===== config.mk =====
export PLATFORM = sky130hd
export DESIGN_NAME = wb_initiator
export DESIGN_NICKNAME = d
export VERILOG_FILES = /design/src/rtl/wb_initiator.sv
export SDC_FILE = /design/constraint.sdc
export NUM_CORES = 1
export LEC_CHECK = 0
export CAP_MARGIN = 10
export CORE_UTILIZATION = 40
export DETAILED_ROUTE_END_ITERATION = 8
export PLACE_DENSITY = 0.82
export RECOVER_POWER = 100
export SLEW_MARGIN = 30
export SYNTH_ARGS = -nofsm -noshare
export SYNTH_HDL_FRONTEND = slang
export SYNTH_SLANG_ARGS = --single-unit

===== constraint.sdc =====
create_clock -name clk_i -period 4.79 [get_ports clk_i]
set_input_delay 0.7185 -clock clk_i [delete_from_list [all_inputs] [get_ports clk_i]]
set_output_delay 0.7185 -clock clk_i [all_outputs]
set_load 0.05 [all_outputs]

===== src/rtl/wb_initiator.sv =====
// Single-outstanding Wishbone B4 pipelined initiator: one command becomes one bus cycle and one response.
// Each rty termination gets a one-cycle cyc drop before the re-issue; every attempt is bounded by a cycle timeout.
module wb_initiator #(
  parameter int ADDR_WIDTH = 32,
  parameter int TIMEOUT    = 255,
  parameter int MAX_RETRY  = 3
) (
  input  logic                  clk_i,
  input  logic                  rst_i,
  input  logic                  cmd_valid_i,
  output logic                  cmd_ready_o,
  input  logic [ADDR_WIDTH-1:0] cmd_adr_i,
  input  logic                  cmd_we_i,
  input  logic [3:0]            cmd_sel_i,
  input  logic [31:0]           cmd_dat_i,
  output logic                  rsp_valid_o,
  input  logic                  rsp_ready_i,
  output logic [31:0]           rsp_dat_o,
  output logic [1:0]            rsp_status_o,
  output logic                  wb_cyc_o,
  output logic                  wb_stb_o,
  output logic                  wb_we_o,
  output logic [ADDR_WIDTH-1:0] wb_adr_o,
  output logic [3:0]            wb_sel_o,
  output logic [31:0]           wb_dat_o,
  input  logic [31:0]           wb_dat_i,
  input  logic                  wb_ack_i,
  input  logic                  wb_err_i,
  input  logic                  wb_rty_i,
  input  logic                  wb_stall_i
);

  localparam logic [1:0]  ST_ACK    = 2'b00;
  localparam logic [1:0]  ST_ERR    = 2'b01;
  localparam logic [1:0]  ST_RTY    = 2'b10;
  localparam logic [1:0]  ST_TMO    = 2'b11;
  localparam logic [16:0] TMO_LIMIT = 17'(TIMEOUT);
  localparam logic [15:0] RTY_LIMIT = 16'(MAX_RETRY);

  typedef enum logic [2:0] {IDLE, REQ, WAIT, BACKOFF, RSP} state_t;

  state_t      state;
  logic [15:0] tmo_cnt;
  logic [15:0] rty_cnt;
  logic        on_bus;
  logic        tmo_hit;
  logic        fin;
  logic        do_retry;
  logic [1:0]  fin_status;
  logic [31:0] fin_dat;

  assign on_bus  = (state == REQ) || (state == WAIT);
  // The current cycle would be the TIMEOUT-th without a termination.
  assign tmo_hit = ({1'b0, tmo_cnt} + 17'd1) >= TMO_LIMIT;

  // Termination decode: err beats rty beats ack, and any termination beats the timeout.
  always_comb begin
    fin        = 1'b0;
    do_retry   = 1'b0;
    fin_status = ST_ACK;
    fin_dat    = '0;
    if (on_bus) begin
      if (wb_err_i) begin
        fin        = 1'b1;
        fin_status = ST_ERR;
      end else if (wb_rty_i) begin
        if (rty_cnt < RTY_LIMIT) begin
          do_retry = 1'b1;
        end else begin
          fin        = 1'b1;
          fin_status = ST_RTY;
        end
      end else if (wb_ack_i) begin
        fin     = 1'b1;
        fin_dat = wb_we_o ? 32'd0 : wb_dat_i;
      end else if (tmo_hit) begin
        fin        = 1'b1;
        fin_status = ST_TMO;
      end
    end
  end

  always_ff @(posedge clk_i or posedge rst_i) begin
    if (rst_i) begin
      state        <= IDLE;
      cmd_ready_o  <= 1'b1;
      rsp_valid_o  <= 1'b0;
      rsp_dat_o    <= '0;
      rsp_status_o <= ST_ACK;
      wb_cyc_o     <= 1'b0;
      wb_stb_o     <= 1'b0;
      wb_we_o      <= 1'b0;
      wb_adr_o     <= '0;
      wb_sel_o     <= '0;
      wb_dat_o     <= '0;
      tmo_cnt      <= '0;
      rty_cnt      <= '0;
    end else begin
      case (state)
        IDLE: begin
          if (cmd_valid_i) begin
            wb_adr_o    <= cmd_adr_i;
            wb_we_o     <= cmd_we_i;
            wb_sel_o    <= cmd_sel_i;
            wb_dat_o    <= cmd_dat_i;
            tmo_cnt     <= '0;
            rty_cnt     <= '0;
            wb_cyc_o    <= 1'b1;
            wb_stb_o    <= 1'b1;
            cmd_ready_o <= 1'b0;
            state       <= REQ;
          end
        end
        REQ, WAIT: begin
          if (fin) begin
            wb_cyc_o     <= 1'b0;
            wb_stb_o     <= 1'b0;
            rsp_valid_o  <= 1'b1;
            rsp_dat_o    <= fin_dat;
            rsp_status_o <= fin_status;
            state        <= RSP;
          end else if (do_retry) begin
            rty_cnt  <= rty_cnt + 16'd1;
            wb_cyc_o <= 1'b0;
            wb_stb_o <= 1'b0;
            state    <= BACKOFF;
          end else begin
            tmo_cnt <= tmo_cnt + 16'd1;
            // A stalled request keeps stb and the held address/data on the bus.
            if ((state == REQ) && !wb_stall_i) begin
              wb_stb_o <= 1'b0;
              state    <= WAIT;
            end
          end
        end
        BACKOFF: begin
          tmo_cnt  <= '0;
          wb_cyc_o <= 1'b1;
          wb_stb_o <= 1'b1;
          state    <= REQ;
        end
        RSP: begin
          if (rsp_ready_i) begin
            rsp_valid_o <= 1'b0;
            cmd_ready_o <= 1'b1;
            state       <= IDLE;
          end
        end
        default: state <= IDLE;
      endcase
    end
  end

endmodule


==> impl_metrics.env <==
export IMPL_status="finished, violations left"
export IMPL_violations="DRC, capacitance limit, slew limit"
export IMPL_fin_worst_skew_ns=0.00684
export IMPL_core_mm2=0.0147
export IMPL_die_x_um=125
export IMPL_fin_ws_ns=1.05
export IMPL_place_hpwl_mm=10.7
export IMPL_grt_max_degree=81
export IMPL_powerDensity_mw_per_mm2=703
export IMPL_max_cap_violations=1
export IMPL_post_place_ws_ns=1.62
export IMPL_holdBufCountCts=0
export IMPL_endpoint_kind="flop"
export IMPL_fmax_mhz=267
export IMPL_initial_core_util_pct=41.5
export IMPL_regArea_mm2=0.00355
export IMPL_p_clk_share_pct=20.2
export IMPL_power_share_combinational_pct=50.1
export IMPL_post_cts_buffers=0
export IMPL_root_buffer="clkbuf_16"
export IMPL_p_int_w=0.00342
export IMPL_setup_violations_final=0
export IMPL_crit_fanout=30
export IMPL_routed_via_count=4661
export IMPL_cts_resized=0
export IMPL_critical_path_class="in2reg"
export IMPL_drcViolationCount=8
export IMPL_grt_pass1_vias=4854
export IMPL_yosysSeqAreaShare_pct=58.3
export IMPL_dominantRegCellSynth="dfrtp_1"
export IMPL_ant_nets=0
export IMPL_yosysWarnings=0
export IMPL_num_rows=44
export IMPL_r2r_start="state[1]"
export IMPL_reg2reg_slack_ns=1.23
export IMPL_reg2regPathDepth=6
export IMPL_die_area_mm2=0.0157
export IMPL_hold_class="reg2reg"
export IMPL_multiInputGateArea_mm2=0.00225
export IMPL_synth_cells=502
export IMPL_clk_pin_slew_ns=0.06
export IMPL_most_common_layout_cells="dfrtp_1 (141), dlygate4sd3_1 (109), clkdlybuf4s50_1 (106)"
export IMPL_final_util_pct=60.9
export IMPL_wl_per_cell_um=16.6
export IMPL_slew_headroom_pct=-102
export IMPL_slew_violations=81
export IMPL_worstHoldPathCells=1
export IMPL_layout_nets=829
export IMPL_clock_latency_ns=0.42
export IMPL_min_from="wb_dat_o[0]"
export IMPL_place_congestion=0.815
export IMPL_die_y_um=125
export IMPL_viasPerCell=5.10
export IMPL_min_period_ns=3.74
export IMPL_io_pins=216
export IMPL_r2r_end="wb_adr_o[13]"
export IMPL_min_to="wb_dat_o[0]"
export IMPL_synth_seq_cells=142
export IMPL_final_common_cell="dfrtp_1"
export IMPL_min_period_over_period_pct=78.1
export IMPL_synth_async_reset_ratio_pct=100
export IMPL_vdd_ir_drop_max_mv=0.570
export IMPL_syn_area_mm2=0.00610
export IMPL_drt_wl_total_mm=15.1
export IMPL_numCtsBuffers=17
export IMPL_final_layout_size_suffix_gt1_share_pct=15.9
export IMPL_portBuffers=215
export IMPL_grt_pass1_wl_mm=24.9
export IMPL_cts_sinks=142
export IMPL_p_seq_share_pct=29.7
export IMPL_swShare_pct=45.7
export IMPL_drt_iter0_markers=244
export IMPL_antenna_cells=0
export IMPL_hold_viol_final=0
export IMPL_cts_tree="built"
export IMPL_fin_tns_setup_ns=0
export IMPL_synthDistinctLibCells=58
export IMPL_areaGrowthSynthToFinish_pct=46.8
export IMPL_rsz0062_at_grt="no"
export IMPL_crit_path_start_kind="input pin"
export IMPL_tightest_slew_ns=3.02
export IMPL_antenna_found_initial=0
export IMPL_grt_usage_pct=20.2
export IMPL_power_switching_w=0.00288
export IMPL_cp_required_ns=5.08
export IMPL_synth_area_per_cell_um2=12.1
export IMPL_htree_levels=4
export IMPL_grt_overflow=0
export IMPL_cts_buffer_depth=2
export IMPL_arrival_ns=4.03
export IMPL_fillers=1127
export IMPL_p_leak_nw=3.89
export IMPL_synth_fp_nets=614
export IMPL_synth_edf_count=0
export IMPL_dr_pass1_iters=7
-- worst max-delay path by stage --
stage                           start  depth (start not counted)             to  slack (ns)
final                     cmd_valid_i                          6   wb_adr_o[13]        1.05
after global routing            rst_i                          2    wb_dat_o[8]        0.68
after CTS                  tmo_cnt[1]                          8  rsp_dat_o[15]        1.71
after detailed placement  cmd_valid_i                          5   wb_dat_o[29]        1.62
after global placement    cmd_valid_i                          5   wb_dat_o[25]        1.69
after floorplan                 rst_i                          1   rsp_dat_o[0]        0.26
-- power by group through the flow --
stage	registers, W	clock network (W)	logic, W
3_5_place_dp	0.00189	0	0.00331
3_3_place_gp	0.00187	0	0.00326
6_report	0.00187	0.00127	0.00316
5_1_grt	0.00193	0.00135	0.00329
4_1_cts	0.00189	0.00130	0.00333
2_1_floorplan	0.00327	0	0.000824
-- routing by layer --
metal	up-vias	global-route usage (%)	routed length, um
met5	-	0	0
met4	0	6.60	185
met3	16	7.27	1210
met2	187	33.2	7610
met1	2283	24.8	6130
li1	2175	-	-
-- worst max-delay path, cell delays in order --
cell and delay (ns):
dlygate4sd3_1 0.58, nand2_1 0.10, nor2_1 0.66, clkbuf_1 1.04, buf_4 0.52, mux2_1 0.39
-- state kept, by name, summed over array words and instances, names as in the netlist, 2 cells and up --
register / cells
rsp_status_o: 2
state: 3
wb_adr_o: 32
rsp_dat_o: 32
wb_sel_o: 4
tmo_cnt: 16
wb_dat_o: 32
rty_cnt: 16
-- synth_stat cells (all sizes together), types with 3 or more instances --
master	count	area (um2)
dfrtp	141	3530
mux2i	34	340
o22ai	3	18.8
or4	4	30.0
o21ai	6	30.0
a21oi	10	53.8
nor2	21	78.8
ha	3	37.5
nand4	5	52.6
nor2b	17	106
inv	40	150
nand2	48	180
nor4	8	56.3
nor3	5	25.0
and3	4	25.0
a41oi	4	35.0
nand3	9	50.1
clkbuf	14	52.6
buf	11	85.1
o211ai	6	45.0
mux2	69	777
nand2b	5	31.3
-- per-stage QoR --
step / cells / instance area [um2] / hold slack [ns] / power [W]
2_1_floorplan: 502 / 6100 / 0.463 / 0.00409
3_3_place_gp: 881 / 8400 / 0.484 / 0.00513
3_5_place_dp: 881 / 8400 / 0.488 / 0.00520
4_1_cts: 913 / 8970 / 0.508 / 0.00652
5_1_grt: 914 / 8950 / 0.513 / 0.00658
6_report: 914 / 8950 / 0.499 / 0.00630
-- cell type report --
type	instances	share of cell area (%)
clock inverters	14	1.47
inverters	40	1.68
flip-flops and latches	142	39.7
multi-input cells	295	25.2
well taps	184	2.57
repair buffers	221	24.5
clock buffers	18	4.90
-- cell families (layout without fill, tap and decap cells) --
group	count (synthesis)	in the layout	share of synthesized area [%]
flops	142	142	58.3
simple gates	138	138	11.9
mux	103	103	18.3
buf+inv	65	293	4.72
compound gates	50	50	5.97
fa+ha+maj	3	3	0.616
xor+xnor	1	1	0.144
No activity file was read; power rests on OpenSTA's default activity.
